## config.mk

```make
export PLATFORM = sky130hd
export DESIGN_NAME = pipe_ctrl_flat
export DESIGN_NICKNAME = d
export VERILOG_FILES = /design/src/rtl/pipe_ctrl_if.sv /design/src/rtl/pipe_ctrl.sv /design/src/flat_wrapper.sv
export SDC_FILE = /design/constraint.sdc
export NUM_CORES = 1
export LEC_CHECK = 0
export ABC_AREA = 1
export CAP_MARGIN = 20
export CORE_UTILIZATION = 44
export CTS_CLUSTER_SIZE = 10
export DETAILED_ROUTE_END_ITERATION = 16
export MAX_ROUTING_LAYER = met4
export PLACE_DENSITY = 0.78
export SLEW_MARGIN = 5
export SYNTH_ARGS = -nofsm -noshare
export SYNTH_HDL_FRONTEND = slang
export SYNTH_SLANG_ARGS = --single-unit
export TNS_END_PERCENT = 10
```

## constraint.sdc

```tcl
create_clock -name clk -period 1.7 [get_ports clk]
set_input_delay 0.34 -clock clk [delete_from_list [all_inputs] [get_ports clk]]
set_output_delay 0.34 -clock clk [all_outputs]
set_load 0.01 [all_outputs]
```

## src/rtl/pipe_ctrl_if.sv

```systemverilog
// pipe_ctrl_if: handshake bundle between the pipeline datapath and pipe_ctrl.
// Signals:
//   id_rs1/id_rs2, id_uses_rs1/id_uses_rs2 : ID-stage source operands and use flags
//   ex_is_load, ex_rd, ex_branch_taken     : EX-stage load/destination/branch info
//   mem_req, mem_ready                      : MEM-stage access pending / completing
//   pc_en, en_*                             : PC and pipeline-register enables
//   flush_if_id, flush_id_ex                : bubble injection into IF/ID, ID/EX
//   state, mem_timeout                      : controller FSM state and sticky halt flag
// Modports: master = datapath side, slave = pipe_ctrl side.
interface pipe_ctrl_if;
    logic [4:0] id_rs1;
    logic [4:0] id_rs2;
    logic       id_uses_rs1;
    logic       id_uses_rs2;
    logic       ex_is_load;
    logic [4:0] ex_rd;
    logic       ex_branch_taken;
    logic       mem_req;
    logic       mem_ready;
    logic       pc_en;
    logic       en_if_id;
    logic       en_id_ex;
    logic       en_ex_mem;
    logic       en_mem_wb;
    logic       flush_if_id;
    logic       flush_id_ex;
    logic [1:0] state;
    logic       mem_timeout;

    modport master (
        output id_rs1, id_rs2, id_uses_rs1, id_uses_rs2, ex_is_load, ex_rd,
               ex_branch_taken, mem_req, mem_ready,
        input  pc_en, en_if_id, en_id_ex, en_ex_mem, en_mem_wb,
               flush_if_id, flush_id_ex, state, mem_timeout
    );

    modport slave (
        input  id_rs1, id_rs2, id_uses_rs1, id_uses_rs2, ex_is_load, ex_rd,
               ex_branch_taken, mem_req, mem_ready,
        output pc_en, en_if_id, en_id_ex, en_ex_mem, en_mem_wb,
               flush_if_id, flush_id_ex, state, mem_timeout
    );
endinterface

```

## src/rtl/pipe_ctrl.sv

```systemverilog
// pipe_ctrl: 5-stage pipeline stall/flush controller with memory-wait timeout.
// Ports:
//   clk       : rising-edge clock
//   rst_n     : asynchronous active-low reset
//   pif       : pipe_ctrl_if.slave (hazard/branch/memory inputs, enables/flushes/state out)
//   stall_cnt : 32-bit saturating count of cycles with pc_en=0 (only with PIPE_CTRL_PERF_EN)
// Parameter MEM_TIMEOUT (2..255): consecutive not-ready MEM_WAIT cycles before HALT.
// Optional feature macro: PIPE_CTRL_PERF_EN.
module pipe_ctrl #(
    parameter int unsigned MEM_TIMEOUT = 16
) (
    input logic        clk,
    input logic        rst_n,
    pipe_ctrl_if.slave pif
`ifdef PIPE_CTRL_PERF_EN
    ,
    output logic [31:0] stall_cnt
`endif
);

    typedef enum logic [1:0] {
        RUN      = 2'd0,
        MEM_WAIT = 2'd1,
        FLUSH    = 2'd2,
        HALT     = 2'd3
    } state_t;

    localparam logic [7:0] LAST = 8'(MEM_TIMEOUT - 1);

    state_t     state_q, state_d;
    logic [7:0] wait_cnt_q, wait_cnt_d;
    logic       timeout_q, timeout_d;
    logic       hazard;
    logic       stall;
    logic       held;

    assign hazard = pif.ex_is_load && (pif.ex_rd != 5'd0) &&
                    ((pif.id_uses_rs1 && pif.id_rs1 == pif.ex_rd) ||
                     (pif.id_uses_rs2 && pif.id_rs2 == pif.ex_rd));
    assign stall  = pif.mem_req && !pif.mem_ready;
    // In MEM_WAIT the access is already outstanding, so only mem_ready matters.
    assign held   = (state_q == MEM_WAIT) ? !pif.mem_ready : stall;

    always_ff @(posedge clk or negedge rst_n) begin
        if (!rst_n) begin
            state_q    <= RUN;
            wait_cnt_q <= 8'd0;
            timeout_q  <= 1'b0;
        end else begin
            state_q    <= state_d;
            wait_cnt_q <= wait_cnt_d;
            timeout_q  <= timeout_d;
        end
    end

    always_comb begin
        state_d    = state_q;
        wait_cnt_d = wait_cnt_q;
        timeout_d  = timeout_q;
        case (state_q)
            RUN, FLUSH: begin
                if (stall) begin
                    state_d    = MEM_WAIT;
                    wait_cnt_d = 8'd0;
                end else begin
                    // The EX slot in FLUSH holds a bubble, so its branch flag is ignored.
                    state_d = (state_q == RUN && pif.ex_branch_taken) ? FLUSH : RUN;
                end
            end
            MEM_WAIT: begin
                if (!pif.mem_ready) begin
                    if (wait_cnt_q == LAST) begin
                        state_d   = HALT;
                        timeout_d = 1'b1;
                    end else begin
                        wait_cnt_d = wait_cnt_q + 8'd1;
                    end
                end else begin
                    state_d = pif.ex_branch_taken ? FLUSH : RUN;
                end
            end
            default: state_d = HALT;
        endcase
    end

    always_comb begin
        pif.pc_en       = 1'b0;
        pif.en_if_id    = 1'b0;
        pif.en_id_ex    = 1'b0;
        pif.en_ex_mem   = 1'b0;
        pif.en_mem_wb   = 1'b0;
        pif.flush_if_id = 1'b0;
        pif.flush_id_ex = 1'b0;
        case (state_q)
            RUN, MEM_WAIT: begin
                if (!held) begin
                    pif.en_id_ex  = 1'b1;
                    pif.en_ex_mem = 1'b1;
                    pif.en_mem_wb = 1'b1;
                    if (pif.ex_branch_taken) begin
                        pif.pc_en       = 1'b1;
                        pif.en_if_id    = 1'b1;
                        pif.flush_if_id = 1'b1;
                        pif.flush_id_ex = 1'b1;
                    end else if (hazard) begin
                        // Freeze PC and IF/ID, push a bubble into EX for one cycle.
                        pif.flush_id_ex = 1'b1;
                    end else begin
                        pif.pc_en    = 1'b1;
                        pif.en_if_id = 1'b1;
                    end
                end
            end
            FLUSH: begin
                if (!stall) begin
                    pif.pc_en       = 1'b1;
                    pif.en_if_id    = 1'b1;
                    pif.en_id_ex    = 1'b1;
                    pif.en_ex_mem   = 1'b1;
                    pif.en_mem_wb   = 1'b1;
                    pif.flush_if_id = 1'b1;
                end
            end
            default: ;
        endcase
    end

    assign pif.state       = state_q;
    assign pif.mem_timeout = timeout_q;

`ifdef PIPE_CTRL_PERF_EN
    logic [31:0] stall_cnt_q, stall_cnt_d;

    assign stall_cnt_d = (!pif.pc_en && stall_cnt_q != 32'hFFFF_FFFF) ? stall_cnt_q + 32'd1 : stall_cnt_q;

    always_ff @(posedge clk or negedge rst_n) begin
        if (!rst_n) stall_cnt_q <= 32'd0;
        else        stall_cnt_q <= stall_cnt_d;
    end

    assign stall_cnt = stall_cnt_q;
`endif

endmodule

```

## src/flat_wrapper.sv

```systemverilog
// flat-port wrapper written by rule: the top's interface ports become plain ports
module pipe_ctrl_flat 
#(
    parameter int unsigned MEM_TIMEOUT = 16
)
  (clk, rst_n, pif_id_rs1, pif_id_rs2, pif_id_uses_rs1, pif_id_uses_rs2, pif_ex_is_load, pif_ex_rd, pif_ex_branch_taken, pif_mem_req, pif_mem_ready, pif_pc_en, pif_en_if_id, pif_en_id_ex, pif_en_ex_mem, pif_en_mem_wb, pif_flush_if_id, pif_flush_id_ex, pif_state, pif_mem_timeout);
  pipe_ctrl_if pif_i ();
  input logic clk;
  input logic rst_n;
  input wire logic [$bits(pif_i.id_rs1)-1:0] pif_id_rs1;
  input wire logic [$bits(pif_i.id_rs2)-1:0] pif_id_rs2;
  input wire logic [$bits(pif_i.id_uses_rs1)-1:0] pif_id_uses_rs1;
  input wire logic [$bits(pif_i.id_uses_rs2)-1:0] pif_id_uses_rs2;
  input wire logic [$bits(pif_i.ex_is_load)-1:0] pif_ex_is_load;
  input wire logic [$bits(pif_i.ex_rd)-1:0] pif_ex_rd;
  input wire logic [$bits(pif_i.ex_branch_taken)-1:0] pif_ex_branch_taken;
  input wire logic [$bits(pif_i.mem_req)-1:0] pif_mem_req;
  input wire logic [$bits(pif_i.mem_ready)-1:0] pif_mem_ready;
  output wire logic [$bits(pif_i.pc_en)-1:0] pif_pc_en;
  output wire logic [$bits(pif_i.en_if_id)-1:0] pif_en_if_id;
  output wire logic [$bits(pif_i.en_id_ex)-1:0] pif_en_id_ex;
  output wire logic [$bits(pif_i.en_ex_mem)-1:0] pif_en_ex_mem;
  output wire logic [$bits(pif_i.en_mem_wb)-1:0] pif_en_mem_wb;
  output wire logic [$bits(pif_i.flush_if_id)-1:0] pif_flush_if_id;
  output wire logic [$bits(pif_i.flush_id_ex)-1:0] pif_flush_id_ex;
  output wire logic [$bits(pif_i.state)-1:0] pif_state;
  output wire logic [$bits(pif_i.mem_timeout)-1:0] pif_mem_timeout;
  assign pif_i.id_rs1 = pif_id_rs1;
  assign pif_i.id_rs2 = pif_id_rs2;
  assign pif_i.id_uses_rs1 = pif_id_uses_rs1;
  assign pif_i.id_uses_rs2 = pif_id_uses_rs2;
  assign pif_i.ex_is_load = pif_ex_is_load;
  assign pif_i.ex_rd = pif_ex_rd;
  assign pif_i.ex_branch_taken = pif_ex_branch_taken;
  assign pif_i.mem_req = pif_mem_req;
  assign pif_i.mem_ready = pif_mem_ready;
  assign pif_pc_en = pif_i.pc_en;
  assign pif_en_if_id = pif_i.en_if_id;
  assign pif_en_id_ex = pif_i.en_id_ex;
  assign pif_en_ex_mem = pif_i.en_ex_mem;
  assign pif_en_mem_wb = pif_i.en_mem_wb;
  assign pif_flush_if_id = pif_i.flush_if_id;
  assign pif_flush_id_ex = pif_i.flush_id_ex;
  assign pif_state = pif_i.state;
  assign pif_mem_timeout = pif_i.mem_timeout;
  pipe_ctrl #(.MEM_TIMEOUT(MEM_TIMEOUT)) u_core (.clk(clk), .rst_n(rst_n), .pif(pif_i));
endmodule
```

Word level (Yosys, flattened, before mapping)
Index checks and enable logic that the tools add are counted.
{"block": "word_totals", "register_bits": 11, "in_bits": 23, "out_inout_bits": 10, "wordCells": 54}
{"block": "op_classes", "n_addsub": 1, "n_eq_ne": 9, "muxes": 25, "bitwise": 1, "reduce_logical": 15}
{"operator": "8-bit two-way mux", "count": 3}
{"operator": "8-bit one-hot mux with 2 select lines", "count": 1}
{"operator": "1-bit two-way mux", "count": 12}
{"operator": "5-bit equality test", "count": 2}
{"operator": "2-bit two-way mux", "count": 5}
{"operator": "8-bit by 1-bit adder with 8-bit output, second input constant", "count": 1}
{"operator": "8-bit by 4-bit equality test with 1-bit output, second input constant", "count": 1}
{"operator": "1-bit logical AND", "count": 6}
{"operator": "1-bit one-hot mux with 2 select lines", "count": 3}
{"operator": "5-bit nonzero test", "count": 1}
{"operator": "2-bit != test, second input constant", "count": 2}
{"operator": "2-bit one-hot mux with 2 select lines", "count": 1}
{"operator": "4-bit AND reduction", "count": 1}
{"operator": "2-bit OR reduction", "count": 2}
{"operator": "3-bit != test, second input constant", "count": 1}
{"operator": "3-bit AND reduction", "count": 1}
{"operator": "2-bit by 1-bit equality test with 1-bit output, second input constant", "count": 1}
{"operator": "2-bit equality test, second input constant", "count": 1}
{"operator": "2-bit zero test", "count": 1}
{"operator": "2-bit by 1-bit != test with 1-bit output, second input constant", "count": 1}
{"operator": "2-bit nonzero test", "count": 1}
{"operator": "1-bit zero test", "count": 1}
{"operator": "1-bit logical OR", "count": 1}
{"operator": "1-bit NOT", "count": 1}

Longest topological paths before layout
Gate-level depths: netlist of the first run.
{"block": "logic_depth", "word_depth": 8, "ltp_mapped": 10, "mapped_depth_nobuf": 9}

Worst setup path after synthesis of the first run
Ideal clock, no wire load.
{"block": "synth_timing", "kind": "flip-flop to output port", "start": "register u_core.state_q[1], in the netlist u_core.pif.state[1]", "end": "output pif_pc_en", "arrival_ps": 1460, "required_ps": 1360, "setup_slack_ps": -100, "path_stages_with_launch": 10, "cell_sequence": "dfrtp_1 -> inv_1 -> nand2_2 -> a21oi_1 -> nor2_1 -> nor2_1 -> nor2_1 -> inv_1 -> nand2_1 -> buf_4"}
{"block": "synth_between", "elab_chain_cells": 4, "elab_cells_between_ends": 7, "cone_classes": "eq/ne: 2; mux: 3; reduce/logical: 2"}
{"item": "from (decl)", "line": "pipe_ctrl.sv:30", "rtl": "state_t state_q, state_d;"}
{"item": "from (signal assigned)", "line": "pipe_ctrl.sv:50", "rtl": "state_q <= state_d;"}
{"item": "2-bit by 1-bit equality test with 1-bit output"}
{"item": "1-bit two-way mux", "line": "pipe_ctrl.sv:42", "rtl": "assign held = (state_q == MEM_WAIT) ? !pif.mem_ready : stall;"}
{"item": "1-bit two-way mux"}
{"item": "1-bit one-hot mux with 2 select lines (*)"}
{"item": "to (decl)", "line": "flat_wrapper.sv:19", "rtl": "output wire logic [$bits(pif_i.pc_en)-1:0] pif_pc_en;"}
Every way passes the cells marked *; elsewhere a longest branch is shown, timed or not.

Final worst setup path of the first run
{"block": "layout_timing", "start": "register u_core.state_q[1], in the netlist u_core.pif.state[1]", "end": "output pif_en_id_ex"}
{"block": "layout_between", "elab_chain_cells": 4, "elab_cells_between_ends": 7, "cone_classes": "eq/ne: 2; mux: 3; reduce/logical: 2"}
{"item": "2-bit by 1-bit equality test with 1-bit output", "line": "pipe_ctrl.sv:42, pipe_ctrl.sv:94"}
{"item": "1-bit two-way mux", "line": "pipe_ctrl.sv:42"}
{"item": "1-bit two-way mux", "line": "pipe_ctrl.sv:96", "rtl": "if (!held) begin"}
{"item": "1-bit one-hot mux with 2 select lines (*)", "line": "pipe_ctrl.sv:94", "rtl": "case (state_q)"}
{"item": "to (decl)", "line": "flat_wrapper.sv:21", "rtl": "output wire logic [$bits(pif_i.en_id_ex)-1:0] pif_en_id_ex;"}
Marked as above.

==> results.yml, run 1 <==
cells_and_area:
  final_common_cell: "nand2_1"
  layout_common_cells: "nand2_1, inv_1, dlygate4sd2_1, nor2_1, buf_4"
  nets: 224
  antennaDiodeCount: 0
  syn2layout_area_growth_pct: 47.1
  final_layout_size_suffix_gt1_share_pct: 24.1
worst_setup_path:
  rr_worst_depth: 6
  endpoint_kind: "output pin"
  path_max_fanout: 3
  required_ns: 1.36
  startpoint_type: "flop"
  cp.arrival_ns: 1.42
  path_class: "reg2out"
route:
  via_count: 1102
  drt_first_pass_iters: 4
  drtIter0Drc: 21
  post-route-drc-count: 0
  viasPerCell: 4.88
  drtAntennaViolNets: 0
  wl_um: 2500
  wl_per_cell_um: 11.1
clocking:
  cts_max_level: 1
  cts_buffer_depth: 2
  cts_tree: "built"
  clkSinkCount: 11
  clk_pin_slew_ns: 0.08
  hold_buffers: 0
  insertion_delay_ns: 0.28
  cts_buffers: 3
  clockRootBuffer: "clkbuf_4"
global_route:
  antenna_found_initial: 0
  grt_usage_pct: 23.3
  grt_max_degree: 16
  grt_pass1_vias: 928
  grt_pass1_wl_um: 3620
  grt.overflow.total: 0
yosys:
  syn_area_um2: 941
  ys_warn_count: 0
  syn_area_per_cell_um2: 6.07
  syn_nets: 179
  yosysSeqAreaShare_pct: 29.3
  ys_seq_elements: 11
  synth_cell_types: 20
  postSynthCellCount: 155
placed_design:
  hpwlAfterDp_um: 1910
  gpl.final_weighted_congestion: 0.788
  pre_cts_slack_ns: -0.681
  place.port_buffers: 32
die:
  design.core.area_um2: 1980
  die_h_um: 48.2
  pin_count: 33
  die_area_um2: 2330
  start_util_pct: 47.5
  rows: 16
  die_w_um: 48.2
sta:
  finalWorstPathRequiredPeriod_ns: 1.76
  setup_ws_ns: -0.0562
  fin_skew_ns: 0.00753
  final_max_slew_viol_count: 0
  fmax_mhz: 569
  relSlewSlack_pct: 66.2
  setup_tns_ns: -0.296
  tightest_slew_ns: 0.506
  hold_violations: 0
  period_share_pct: 103
  setup-violations-final: 6
  rsz0062_at_grt: "true"
pwr:
  vdd_ir_drop_max_v: 0.000614
  p_leak_uw: 0.000738
  power_density_nw_per_um2: 1120
flow_run:
  cap_viol_max_count: 0
min_path:
  min_path_type: "in2async"
run_status:
  status: "finished, violations left"
  violations: "negative setup slack"
cell usage after synthesis:
| cell type | count | area share, % |
|---|---|---|
| a21oi_1 | 4 | 2.1 |
| buf_4 | 3 | 2.4 |
| buf_6 | 1 | 1.2 |
| dfrtp_1 | 11 | 29 |
| ha_1 | 1 | 1.3 |
| inv_1 | 30 | 12 |
| nand2_1 | 50 | 20 |
| nand2_2 | 2 | 1.3 |
| nand3_1 | 11 | 5.9 |
| nand3b_1 | 1 | 0.80 |
| nand4_1 | 2 | 1.3 |
| nand4_4 | 1 | 2.3 |
| nor2_1 | 18 | 7.2 |
| nor2_4 | 1 | 1.2 |
| nor3_1 | 2 | 1.1 |
| o21ai_0 | 7 | 3.7 |
| o21ai_1 | 6 | 3.2 |
| o21ai_4 | 1 | 1.7 |
| o31ai_1 | 1 | 0.80 |
| or2_2 | 2 | 1.3 |
final timing paths:
check                      slack, ns                                  to                          startpoint
setup / recovery               -0.06                        pif_en_id_ex     u_core.pif.state[1]$_DFFE_PN0P_
min in group clk                0.47  u_core.pif.mem_timeout$_DFFE_PN0P_  u_core.pif.mem_timeout$_DFFE_PN0P_
max in group asynchronous       0.94     u_core.pif.state[0]$_DFFE_PN0P_                               rst_n
hold reg to reg                 0.47  u_core.pif.mem_timeout$_DFFE_PN0P_  u_core.pif.mem_timeout$_DFFE_PN0P_
setup reg to reg                0.09    u_core.wait_cnt_q[3]$_DFFE_PN0P_    u_core.wait_cnt_q[0]$_DFFE_PN0P_
hold / removal                  0.39     u_core.pif.state[1]$_DFFE_PN0P_                               rst_n
sequential cells by signal, summed over array words and instances, names as in the netlist:
name / count
u_core.pif.mem_timeout: 1
u_core.pif.state: 2
u_core.wait_cnt_q: 8
layer usage:
layer | global-route usage [%] | vias to the layer above | share of wire [%]
li1 | - | 567 | -
met1 | 24.1 | 495 | 41
met2 | 42.4 | 34 | 53
met3 | 3.33 | 6 | 4.0
met4 | 11.7 | 0 | 2.6
met5 | - | - | 0
through the flow:
step                utilization, %  cell area, um2  hold WS (ns)  instances  total power [uW]
CTS                           67.4            1340         0.410        224              1430
detailed placement            66.7            1320         0.463        217              1260
global route                  69.8            1380         0.433        226              1650
global placement              66.7            1320         0.452        217              1240
floorplan                        -             948        0.0444        155               873
finish                        69.8            1380         0.392        226              1550
logic make-up after synthesis:
group           synth area share, %
simple gates                   42.3
buf+inv                        15.6
compound gates                 11.6
flops                          29.3
fa+ha+maj                      1.33
power breakdown:
part           internal, uW  leakage, uW  total [uW]  switching [uW]
registers               320     0.000140         404            83.6
clock network          87.4    0.0000177         184            96.5
logic                   468     0.000581         959             491
total                   876     0.000738        1550             671
repair_timing:
action	in CTS	in global routing
endpoints found under the setup margin	8	16
gates cloned	0	0
buffers inserted	3	2
pin swaps	17	3
gates resized for setup	62	9
final cells by class:
type,count,area (um2)
fillers,174,598
multi-input cells,110,571
repair buffers,44,363
flip-flops and latches,11,277
inverters,30,113
well taps,27,33.8
clock buffers,3,22.5
clock inverters,1,5.00
critical path, stage by stage (launching register included):
cell and delay, ns:
dfrtp_1 0.40, inv_2 0.08, nand2_4 0.05, a21oi_2 0.12
nor2_2 0.06, nor2_2 0.13, buf_4 0.13, inv_2 0.04
buf_2 0.13
Power figures use the tool's default switching activity.
==> inputs of run 2 (changes only) <==
--- a/config.mk
+++ b/config.mk
@@ -16,4 +16,3 @@
 export SYNTH_ARGS = -nofsm -noshare
 export SYNTH_HDL_FRONTEND = slang
 export SYNTH_SLANG_ARGS = --single-unit
-export TNS_END_PERCENT = 10
==> results.yml, run 2 (synthesized netlist as in run 1, its figures left out) <==
run_status:
  status: "finished, violations left"
  violations: "negative setup slack"
clocking:
  cts_buffer_depth: 2
  hold_buffers: 0
  clk_pin_slew_ns: 0.08
  clockRootBuffer: "clkbuf_4"
  cts_tree: "built"
  cts_max_level: 1
  cts_buffers: 3
  insertion_delay_ns: 0.28
  clkSinkCount: 11
cells_and_area:
  multiInputGateArea_um2: 558
  layout_common_cells: "nand2_1, inv_1, dlygate4sd2_1, nor2_1"
  regMostFlops: "u_core.wait_cnt_q"
  syn2layout_area_growth_pct: 49.2
  seq_area_um2: 277
  nFillCells: 170
  nets: 225
  largest_reg_flops: 8
  final_layout_size_suffix_gt1_share_pct: 24.0
  design_area_um2: 1400
  stdcell_count: 227
  antennaDiodeCount: 0
  final_common_cell: "nand2_1"
placed_design:
  dp.cells: 217
  pre_cts_slack_ns: -0.681
  gpl.final_weighted_congestion: 0.788
  place.port_buffers: 32
  placed_area_um2: 1320
  hpwlAfterDp_um: 1910
sta:
  tightest_slew_ns: 0.508
  hold_violations: 0
  relSlewSlack_pct: 66.0
  setup_tns_ns: -0.318
  fmax_mhz: 563
  fin_skew_ns: 0.00873
  finalWorstPathRequiredPeriod_ns: 1.77
  period_share_pct: 104
  final_max_slew_viol_count: 0
  setup_ws_ns: -0.0748
  rsz0062_at_grt: "true"
  setup-violations-final: 6
worst_setup_path:
  path_max_fanout: 3
  rr_worst_depth: 8
  required_ns: 1.36
  startpoint_type: "flop"
  timing.rr.start: "u_core.wait_cnt_q[0]$_DFFE_PN0P_"
  r2r_slack_ns: 0.13
  cp.arrival_ns: 1.43
  endpoint_kind: "output pin"
  path_class: "reg2out"
  reg2reg_to: "u_core.wait_cnt_q[3]$_DFFE_PN0P_"
global_route:
  grt_pass1_vias: 928
  grt.overflow.total: 0
  grt_usage_pct: 23.3
  grt_max_degree: 16
  grt_pass1_wl_um: 3620
  antenna_found_initial: 0
die:
  start_util_pct: 47.5
  design.core.area_um2: 1980
  die_w_um: 48.2
  rows: 16
  die_h_um: 48.2
  die_area_um2: 2330
  pin_count: 33
route:
  post-route-drc-count: 0
  wl_per_cell_um: 10.9
  drt_first_pass_iters: 4
  viasPerCell: 4.80
  drtAntennaViolNets: 0
  drtIter0Drc: 17
  via_count: 1090
  wl_um: 2470
pwr:
  finalPower_uw: 1590
  internal-power_uw: 919
  p_sw_uw: 672
  switching_share_pct: 42.2
  vdd_ir_drop_max_v: 0.000749
  p_leak_uw: 0.000753
  pwr-share-clk_pct: 11.4
  p_comb_share_pct: 63.9
  seq_power_share_pct: 24.7
  power_density_nw_per_um2: 1130
min_path:
  min_path_type: "in2async"
flow_run:
  cap_viol_max_count: 0
run 2: changes by cell type in the layout (fill, tap and decap cells not counted), sizes merged:
cell	previous run	this run
buf	19	20
run 2: final cells by class:
cell class,instances,share of cell area (%)
Sequential cell,11,19.7
Inverter,30,8.20
Clock inverter,1,0.357
Clock buffer,3,1.60
Multi-Input combinational cell,110,39.8
Tap cell,27,2.41
Timing Repair Buffer,45,28.0
run 2: worst max-delay path by stage:
stage,end,cells after the start,from,slack [ns]
floorplan,pif_pc_en,9,u_core.pif.state[1]$_DFFE_PN0P_,0.009
global placement,pif_en_if_id,8,pif_mem_ready,-0.66
detailed placement,pif_flush_id_ex,10,pif_ex_rd[1],-0.68
CTS,pif_pc_en,9,u_core.pif.state[1]$_DFFE_PN0P_,-0.08
global route,pif_en_if_id,9,u_core.pif.state[1]$_DFFE_PN0P_,-0.14
finish,pif_en_mem_wb,8,u_core.pif.state[1]$_DFFE_PN0P_,-0.07
run 2: power by group through the flow:
| stage | clock network [uW] | logic [uW] | registers, uW |
|---|---|---|---|
| 2_1_floorplan | 0 | 481 | 392 |
| 3_3_place_gp | 0 | 859 | 381 |
| 3_5_place_dp | 0 | 875 | 384 |
| 4_1_cts | 183 | 860 | 384 |
| 5_1_grt | 200 | 1100 | 398 |
| 6_report | 181 | 1020 | 393 |
run 2: worst max-delay path, cell delays in order (launching register included):
cell     delay (ns)
dfrtp_1        0.40
inv_2          0.09
nand2_4        0.05
a21oi_2        0.13
nor2_2         0.06
nor2_2         0.13
buf_4          0.14
inv_4          0.04
buf_2          0.13
run 2: routing by layer:
metal,up-vias,part of all wire [%],global-route usage (%)
met5,-,0,-
met4,0,2.7,11.7
met3,7,3.4,3.33
met2,31,52,42.4
met1,482,42,24.1
li1,570,-,-
run 2: timing repair:
item,CTS,global route
endpoints found under the setup margin,8,16
gates resized for setup,62,9
cloned,0,0
setup buffers,3,3
pin swaps,17,3
endpoints found under the hold margin,0,0
run 2: metrics by stage:
step / util [%] / hold WS, ns
final: 70.8 / 0.395
after global routing: 70.8 / 0.433
after CTS: 67.4 / 0.410
after detailed placement: 66.7 / 0.463
after global placement: 66.7 / 0.452
after floorplan: - / 0.0444
